### src/rtl/flag_unit.sv
// Condition-flag register and branch resolver: holds N/Z/C/V across non-flag-setting
// instructions, resolves B.cond/CBZ/CBNZ/B and counts taken branches (saturating).
module flag_unit #(
   parameter int CNT_W = 16
) (
   input  logic             clk,
   input  logic             reset,
   input  logic             flag_we,
   input  logic             flush,
   input  logic             n_in,
   input  logic             z_in,
   input  logic             c_in,
   input  logic             v_in,
   input  logic             br_valid,
   input  logic [1:0]       br_type,
   input  logic [3:0]       cond,
   input  logic             reg_zero,
   output logic [3:0]       flags,
   output logic             br_taken,
   output logic             br_taken_q,
   output logic             br_valid_q,
   output logic [CNT_W-1:0] taken_cnt
);

   typedef enum logic [1:0] {
      BR_COND = 2'b00,
      BR_CBZ  = 2'b01,
      BR_CBNZ = 2'b10,
      BR_UNC  = 2'b11
   } br_type_e;

   typedef enum logic [3:0] {
      CC_EQ = 4'b0000, CC_NE = 4'b0001, CC_HS = 4'b0010, CC_LO = 4'b0011,
      CC_MI = 4'b0100, CC_PL = 4'b0101, CC_VS = 4'b0110, CC_VC = 4'b0111,
      CC_HI = 4'b1000, CC_LS = 4'b1001, CC_GE = 4'b1010, CC_LT = 4'b1011,
      CC_GT = 4'b1100, CC_LE = 4'b1101, CC_AL = 4'b1110, CC_NV = 4'b1111
   } cond_e;

   logic       wr;
   logic [3:0] eff_flags;
   logic       f_n, f_z, f_c, f_v;
   logic       cond_met;
   logic       sel;
   logic       br_live;

   assign wr      = flag_we & ~flush;
   assign br_live = br_valid & ~flush & ~reset;

   // Same-cycle bypass so a branch paired with a flag write sees the new flags.
   assign eff_flags = wr ? {n_in, z_in, c_in, v_in} : flags;
   assign f_n = eff_flags[3];
   assign f_z = eff_flags[2];
   assign f_c = eff_flags[1];
   assign f_v = eff_flags[0];

   always_comb begin
      cond_met = 1'b1;
      case (cond_e'(cond))
         CC_EQ:   cond_met = f_z;
         CC_NE:   cond_met = ~f_z;
         CC_HS:   cond_met = f_c;
         CC_LO:   cond_met = ~f_c;
         CC_MI:   cond_met = f_n;
         CC_PL:   cond_met = ~f_n;
         CC_VS:   cond_met = f_v;
         CC_VC:   cond_met = ~f_v;
         CC_HI:   cond_met = f_c & ~f_z;
         CC_LS:   cond_met = ~f_c | f_z;
         CC_GE:   cond_met = (f_n == f_v);
         CC_LT:   cond_met = (f_n != f_v);
         CC_GT:   cond_met = ~f_z & (f_n == f_v);
         CC_LE:   cond_met = f_z | (f_n != f_v);
         default: cond_met = 1'b1;
      endcase
   end

   always_comb begin
      sel = 1'b0;
      case (br_type_e'(br_type))
         BR_COND: sel = cond_met;
         BR_CBZ:  sel = reg_zero;
         BR_CBNZ: sel = ~reg_zero;
         BR_UNC:  sel = 1'b1;
         default: sel = 1'b0;
      endcase
   end

   assign br_taken = br_live & sel;

   always_ff @(posedge clk) begin
      if (reset) begin
         flags      <= 4'b0000;
         br_taken_q <= 1'b0;
         br_valid_q <= 1'b0;
         taken_cnt  <= '0;
      end else begin
         if (wr)
            flags <= {n_in, z_in, c_in, v_in};
         br_taken_q <= br_taken;
         br_valid_q <= br_live;
         // Saturate rather than wrap so a long bring-up run never reads as few branches.
         if (br_taken && (taken_cnt != {CNT_W{1'b1}}))
            taken_cnt <= taken_cnt + 1'b1;
      end
   end

endmodule

### config.mk
export PLATFORM = sky130hd
export DESIGN_NAME = flag_unit
export DESIGN_NICKNAME = d
export VERILOG_FILES = /design/src/rtl/flag_unit.sv
export SDC_FILE = /design/constraint.sdc
export NUM_CORES = 1
export LEC_CHECK = 0
export CAP_MARGIN = 40
export CORE_UTILIZATION = 35
export CTS_CLUSTER_SIZE = 40
export DETAILED_ROUTE_END_ITERATION = 8
export PLACE_DENSITY = 0.71
export SLEW_MARGIN = 20
export SYNTH_ARGS = -nofsm -noshare
export SYNTH_HDL_FRONTEND = slang
export SYNTH_SLANG_ARGS = --single-unit
### constraint.sdc
create_clock -name clk -period 2.3 [get_ports clk]
set_input_delay 0.345 -clock clk [delete_from_list [all_inputs] [get_ports clk]]
set_output_delay 0.345 -clock clk [all_outputs]
set_load 0.02 [all_outputs]
==> flow_summary.json, run 1 <==
{
  "status": "complete, but fails checks",
  "violations": "negative setup slack",
  "slew_headroom_pct": 73.1,
  "worstSkewPairLatency_ns": 0.27,
  "yosysWarningCount": 0,
  "ys_seq_elements": 22,
  "slowest_stage": "or4_4",
  "die_w_um": 65.2,
  "grt-busiest-layer": "met2",
  "post_route_cells_drive_above_1_share_pct": 32.4,
  "slew_viol_final": 0,
  "io_pins": 39,
  "required_ns": 1.96,
  "regArea_sq_um": 443,
  "total_power_mw": 0.986,
  "cts_tree": "done",
  "dp_hpwl_mm": 2.87,
  "end_kind": "output port",
  "path_class": "in2out",
  "cts.clk_slew.worst_paths_ns": 0.09,
  "synth_edf_count": 0,
  "worst_slack_ns": -0.184,
  "antennaDiodeCount": 0,
  "drt-pass1-iter-count": 4,
  "finalHoldWorstSlack_ns": 0.482,
  "synth_top_family_by_area": "simple AND/OR/NAND/NOR gates",
  "via_per_inst": 5.30,
  "multi_input_area_sq_um": 987,
  "synth_area_sq_um": 1400,
  "dpl_cell_area_sq_um": 2130,
  "start_util_pct": 37.4,
  "track_usage_pct": 20.3,
  "hold_viol": 0,
  "reg2reg_slack_ns": -0.04,
  "gr-usage-met1_pct": 28.1,
  "async_reset_ff_share_pct": 0,
  "ant_nets": 0,
  "worstReg2RegEnd": "taken_cnt[12]",
  "fin_crit_ns": 2.48,
  "overflow": 0,
  "placed_cells": 286,
  "fmax_mhz": 403,
  "clock_sinks": 22,
  "worstSetupStartpointType": "primary input",
  "clockBufferDepth": 2,
  "worstPathArrival_ns": 2.14,
  "synth_nets": 183,
  "finClkSkew_ns": 0.00673,
  "holdPathEnd": "flags[1]",
  "worst_slew_pin_slew_ns": 0.399,
  "hold_path_depth": 2,
  "rsz0062_at_grt": "yes",
  "critical_path.max_stage_delay_ns": 0.56,
  "min-delay-start": "flags[1]",
  "cts_buffers": 3,
  "cts_hold_buf": 0,
  "path_delay_family": "simple AND/OR/NAND/NOR gates",
  "synth_simple_gate_area_share_pct": 27.3,
  "grt_max_degree": 17,
  "final_area_sq_um": 2350,
  "setup_viol": 6,
  "synth_fa_ha_area_share_pct": 0.894,
  "drv_cap": 0,
  "grt_pass1_wl_mm": 6.82,
  "synth_compound_area_share_pct": 21.9,
  "fin_nets": 268,
  "layout_common_cells": "buf_4 (44), clkdlybuf4s50_1 (25), dfxtp_1 (20)",
  "ys_types": 49,
  "synthCells": 166,
  "crit_chain": "buf_8 -> nor2b_4 -> mux4_2 -> mux2i_1 -> or4_4 -> o21ai_4 -> inv_2 -> buf_6",
  "wl_mm": 4.01,
  "die-area_sq_um": 4250,
  "via_count": 1579,
  "power_density_nw_per_um2": 420,
  "yosysSeqAreaShare_pct": 31.5,
  "drt_iter0_drc": 77,
  "area_growth_syn_to_layout_pct": 68.0,
  "htreeDepth": 1,
  "core_area_sq_um": 3740,
  "hold_class": "reg2reg",
  "crit_cells": 8,
  "final_cells": 298,
  "muxShareOfSynthArea_pct": 10.1,
  "critical_path.max_fanout": 3,
  "grtUsageMet3_pct": 2.60,
  "portBuffers": 38,
  "period_share_pct": 108,
  "synth_xor_area_share_pct": 3.76,
  "ys.flop_type": "dfxtp_1",
  "use_met2_pct": 33.1,
  "leakagePower_nw": 0.949,
  "reg2reg_from": "flags[1]",
  "ir_drop_uv": 415,
  "gp_congestion": 0.894,
  "dpl_worst_slack_ns": -1.07,
  "crit_start": "flush",
  "die_h_um": 65.2,
  "grt_pass1_vias": 1498,
  "rr_worst_depth": 7,
  "routedWlPerCell_um": 13.4,
  "row_count": 22,
  "cp_num_buf_inv": 3,
  "drc": 0,
  "cts_root_buf": "clkbuf_8",
  "postSynthAreaPerCell_sq_um": 8.43,
  "final_common_cell": "buf_4",
  "antenna_found_initial": 0,
  "n_fill_cell": 336
}
==> worst register-to-register path, cell delays in order, from the launching register on <==
cell and delay, ns:
dfxtp_2 0.34, mux4_2 0.46, mux2i_1 0.14, or4_4 0.56, o21ai_4 0.17, buf_4 0.15
or4_4 0.12, mux2_4 0.29
==> power breakdown <==
part           internal (mW)  switching, mW
clock                  0.233          0.133
combinational          0.122          0.108
sequential             0.386        0.00335
total                  0.741          0.244
==> area by class of cell <==
type,count,area share [%]
multi-input cells,128,42.0
clock buffers,3,1.76
well taps,48,2.56
inverters,10,1.60
clock inverters,1,1.28
repair buffers,86,31.9
flip-flops and latches,22,18.8
==> worst max path at each step <==
stage,end,slack [ns]
floorplan,taken_cnt[12],-0.13
global placement,br_taken,-1.04
detailed placement,br_taken,-1.07
CTS,br_taken,-0.20
global route,br_taken,-0.25
finish,br_taken,-0.18
==> sequential cells by signal, summed over array words and instances, names as in the netlist <==
name        count
br_valid_q      1
taken_cnt      16
flags           4
br_taken_q      1
==> layer usage <==
metal | vias up | wire length [um]
li1 | 783 | -
met1 | 739 | 1920
met2 | 53 | 1870
met3 | 4 | 176
met4 | 0 | 44
met5 | - | 0
==> cell usage after synthesis (all sizes together), types with 3 or more instances <==
| cell | instances | share of area, % |
|---|---|---|
| dfxtp | 22 | 31 |
| nor2 | 14 | 3.8 |
| o21ai | 14 | 5.3 |
| nand2 | 11 | 3.0 |
| inv | 10 | 2.7 |
| a21oi | 9 | 3.5 |
| or3 | 8 | 3.6 |
| mux2i | 7 | 5.0 |
| nand3 | 7 | 2.5 |
| clkbuf | 5 | 1.3 |
| nor3 | 5 | 1.8 |
| mux2 | 4 | 3.5 |
| nand4 | 4 | 1.8 |
| o211ai | 4 | 2.5 |
| xor2 | 4 | 2.5 |
| and2 | 3 | 1.3 |
| nor2b | 3 | 1.9 |
| or4 | 3 | 1.6 |
==> per-stage QoR <==
| step | utilization (%) | setup TNS [ns] |
|---|---|---|
| global placement | 56.9 | -12.55 |
| detailed placement | 56.9 | -12.93 |
| floorplan | - | -0.153 |
| global route | 62.8 | -1.16 |
| finish | 62.8 | -0.454 |
| CTS | 62.1 | -0.420 |
==> cells by family after synthesis <==
logic type / Yosys count
compound gates: 41
xor+xnor: 6
fa+ha+maj: 1
buf+inv: 16
flops: 22
mux: 12
simple gates: 68
==> repair_timing <==
item,4_1_cts,5_1_grt
pin swaps,12,3
setup endpoints to repair,18,14
gates resized for setup,42,8
setup buffers,9,1
Power figures use the tool's default switching activity.
==> run 2: changes to the inputs <==
- CORE_ASPECT_RATIO: default -> 1.25
==> flow_summary.json, run 2 (synthesized netlist as in run 1, its figures left out) <==
{
  "hold_path_depth": 2,
  "hold_class": "reg2reg",
  "top_register": "taken_cnt",
  "overflow": 0,
  "start_util_pct": 36.7,
  "antennaDiodeCount": 0,
  "pwr-share-seq_pct": 43.0,
  "status": "complete, but fails checks",
  "hold_viol": 0,
  "die-area_sq_um": 4260,
  "required_ns": 1.96,
  "intPower_mw": 0.666,
  "routedWlPerCell_um": 13.0,
  "grt_max_degree": 17,
  "leakagePower_nw": 0.944,
  "clockBufferDepth": 2,
  "violations": "negative setup slack",
  "worstSkewPairLatency_ns": 0.26,
  "largest_register_ffs": 16,
  "slew_viol_final": 0,
  "period_share_pct": 108,
  "rr_worst_depth": 8,
  "cts_root_buf": "clkbuf_8",
  "cts_hold_buf": 0,
  "via_per_inst": 5.14,
  "regArea_sq_um": 442,
  "final_common_cell": "buf_4",
  "antenna_found_initial": 0,
  "drt_iter0_drc": 33,
  "pwr-share-clk_pct": 30.9,
  "finalHoldWorstSlack_ns": 0.513,
  "final_area_sq_um": 2360,
  "drt-pass1-iter-count": 4,
  "ant_nets": 0,
  "grt_pass1_vias": 1516,
  "worst_slew_pin_slew_ns": 0.406,
  "end_kind": "output port",
  "finClkSkew_ns": 0.00270,
  "gp_congestion": 0.908,
  "clock_sinks": 22,
  "drv_cap": 0,
  "power_density_nw_per_um2": 385,
  "cts.clk_slew.worst_paths_ns": 0.08,
  "combPwrFrac_pct": 26.1,
  "worst_slack_ns": -0.176,
  "path_class": "in2out",
  "row_count": 25,
  "ir_drop_uv": 251,
  "slew_headroom_pct": 72.7,
  "htreeDepth": 1,
  "portBuffers": 38,
  "switching_power_mw": 0.241,
  "rsz0062_at_grt": "yes",
  "critical_path.max_fanout": 3,
  "wl_mm": 3.95,
  "drc": 0,
  "area_growth_syn_to_layout_pct": 68.4,
  "setup_viol": 6,
  "worstPathArrival_ns": 2.13,
  "core_area_sq_um": 3820,
  "n_fill_cell": 354,
  "cts_buffers": 3,
  "die_h_um": 72.7,
  "fin_nets": 267,
  "top_regs": "taken_cnt (16), flags (4)",
  "track_usage_pct": 19.5,
  "fin_crit_ns": 2.48,
  "worstSetupStartpointType": "primary input",
  "io_pins": 39,
  "post_route_cells_drive_above_1_share_pct": 33.3,
  "fmax_mhz": 404,
  "layout_common_cells": "buf_4 (41), clkdlybuf4s50_1 (26), dfxtp_1 (21)",
  "multi_input_area_sq_um": 998,
  "grt_pass1_wl_mm": 6.40,
  "p_sw_share_pct": 26.6,
  "dpl_cell_area_sq_um": 2130,
  "via_count": 1558,
  "die_w_um": 58.5,
  "dp_hpwl_mm": 2.93,
  "cts_tree": "done",
  "final_util_pct": 61.7
}
==> run 2: cell count changes in the layout (fill, tap and decap cells not counted), moves of 2 or more <==
cell,previous run,this run
buf_4,44,41
buf_6,6,8
dlygate4sd2_1,10,8
inv_1,8,6
inv_2,2,4
==> run 2: what timing repair did <==
item                       in CTS  in global routing
setup endpoints to repair      18                 14
setup buffers                   8                  2
resized for setup              47                  9
pin swaps                      10                  8
==> run 2: layer usage <==
layer	vias to the layer above	GRT usage (%)	share of wire (%)	wire length, um
met5	-	0	0	0
met2	37	34.5	52	2060
li1	781	-	-	-
met4	0	11.4	3.3	131
met1	728	22.2	42	1650
met3	12	2.30	2.6	103
==> run 2: metrics by stage <==
step	setup slack (ns)	power [mW]	TNS (ns)	std cells
global route	-0.231	0.948	-1.01	303
global placement	-0.993	0.598	-11.75	291
finish	-0.176	0.907	-0.499	303
CTS	-0.176	0.906	-0.919	302
detailed placement	-1.02	0.601	-12.26	291
floorplan	-0.125	0.498	-0.153	166
==> run 2: final timing paths <==
| path | endpoint | slack, ns | startpoint |
|---|---|---|---|
| hold / removal | taken_cnt[15] | 0.51 | taken_cnt[15] |
| hold reg to reg | taken_cnt[15] | 0.51 | taken_cnt[15] |
| setup / recovery | br_taken | -0.18 | flush |
| setup reg to reg | taken_cnt[4] | -0.02 | flags[1] |
==> run 2: power groups by stage <==
| stage | Combinational [mW] | Clock, mW | Sequential (mW) |
|---|---|---|---|
| after detailed placement | 0.202 | 0 | 0.399 |
| after global placement | 0.199 | 0 | 0.399 |
| after global routing | 0.252 | 0.305 | 0.391 |
| after floorplan | 0.0913 | 0 | 0.407 |
| after CTS | 0.232 | 0.284 | 0.390 |
| final | 0.237 | 0.280 | 0.390 |
==> run 2: worst max-delay path: stages <==
cell      delay [ns]
buf_8           0.10
buf_6           0.11
buf_6           0.10
nand3b_1        0.17
o211a_1         0.17
o2111a_1        0.25
or4_4           0.56
o21ai_4         0.16
inv_2           0.05
buf_6           0.12
==> run 2: final cells by class <==
cell class | count | share of cell area, %
well taps | 54 | 2.87
repair buffers | 85 | 32.1
clock buffers | 4 | 2.34
flip-flops and latches | 22 | 18.7
inverters | 10 | 1.59
multi-input cells | 128 | 42.4
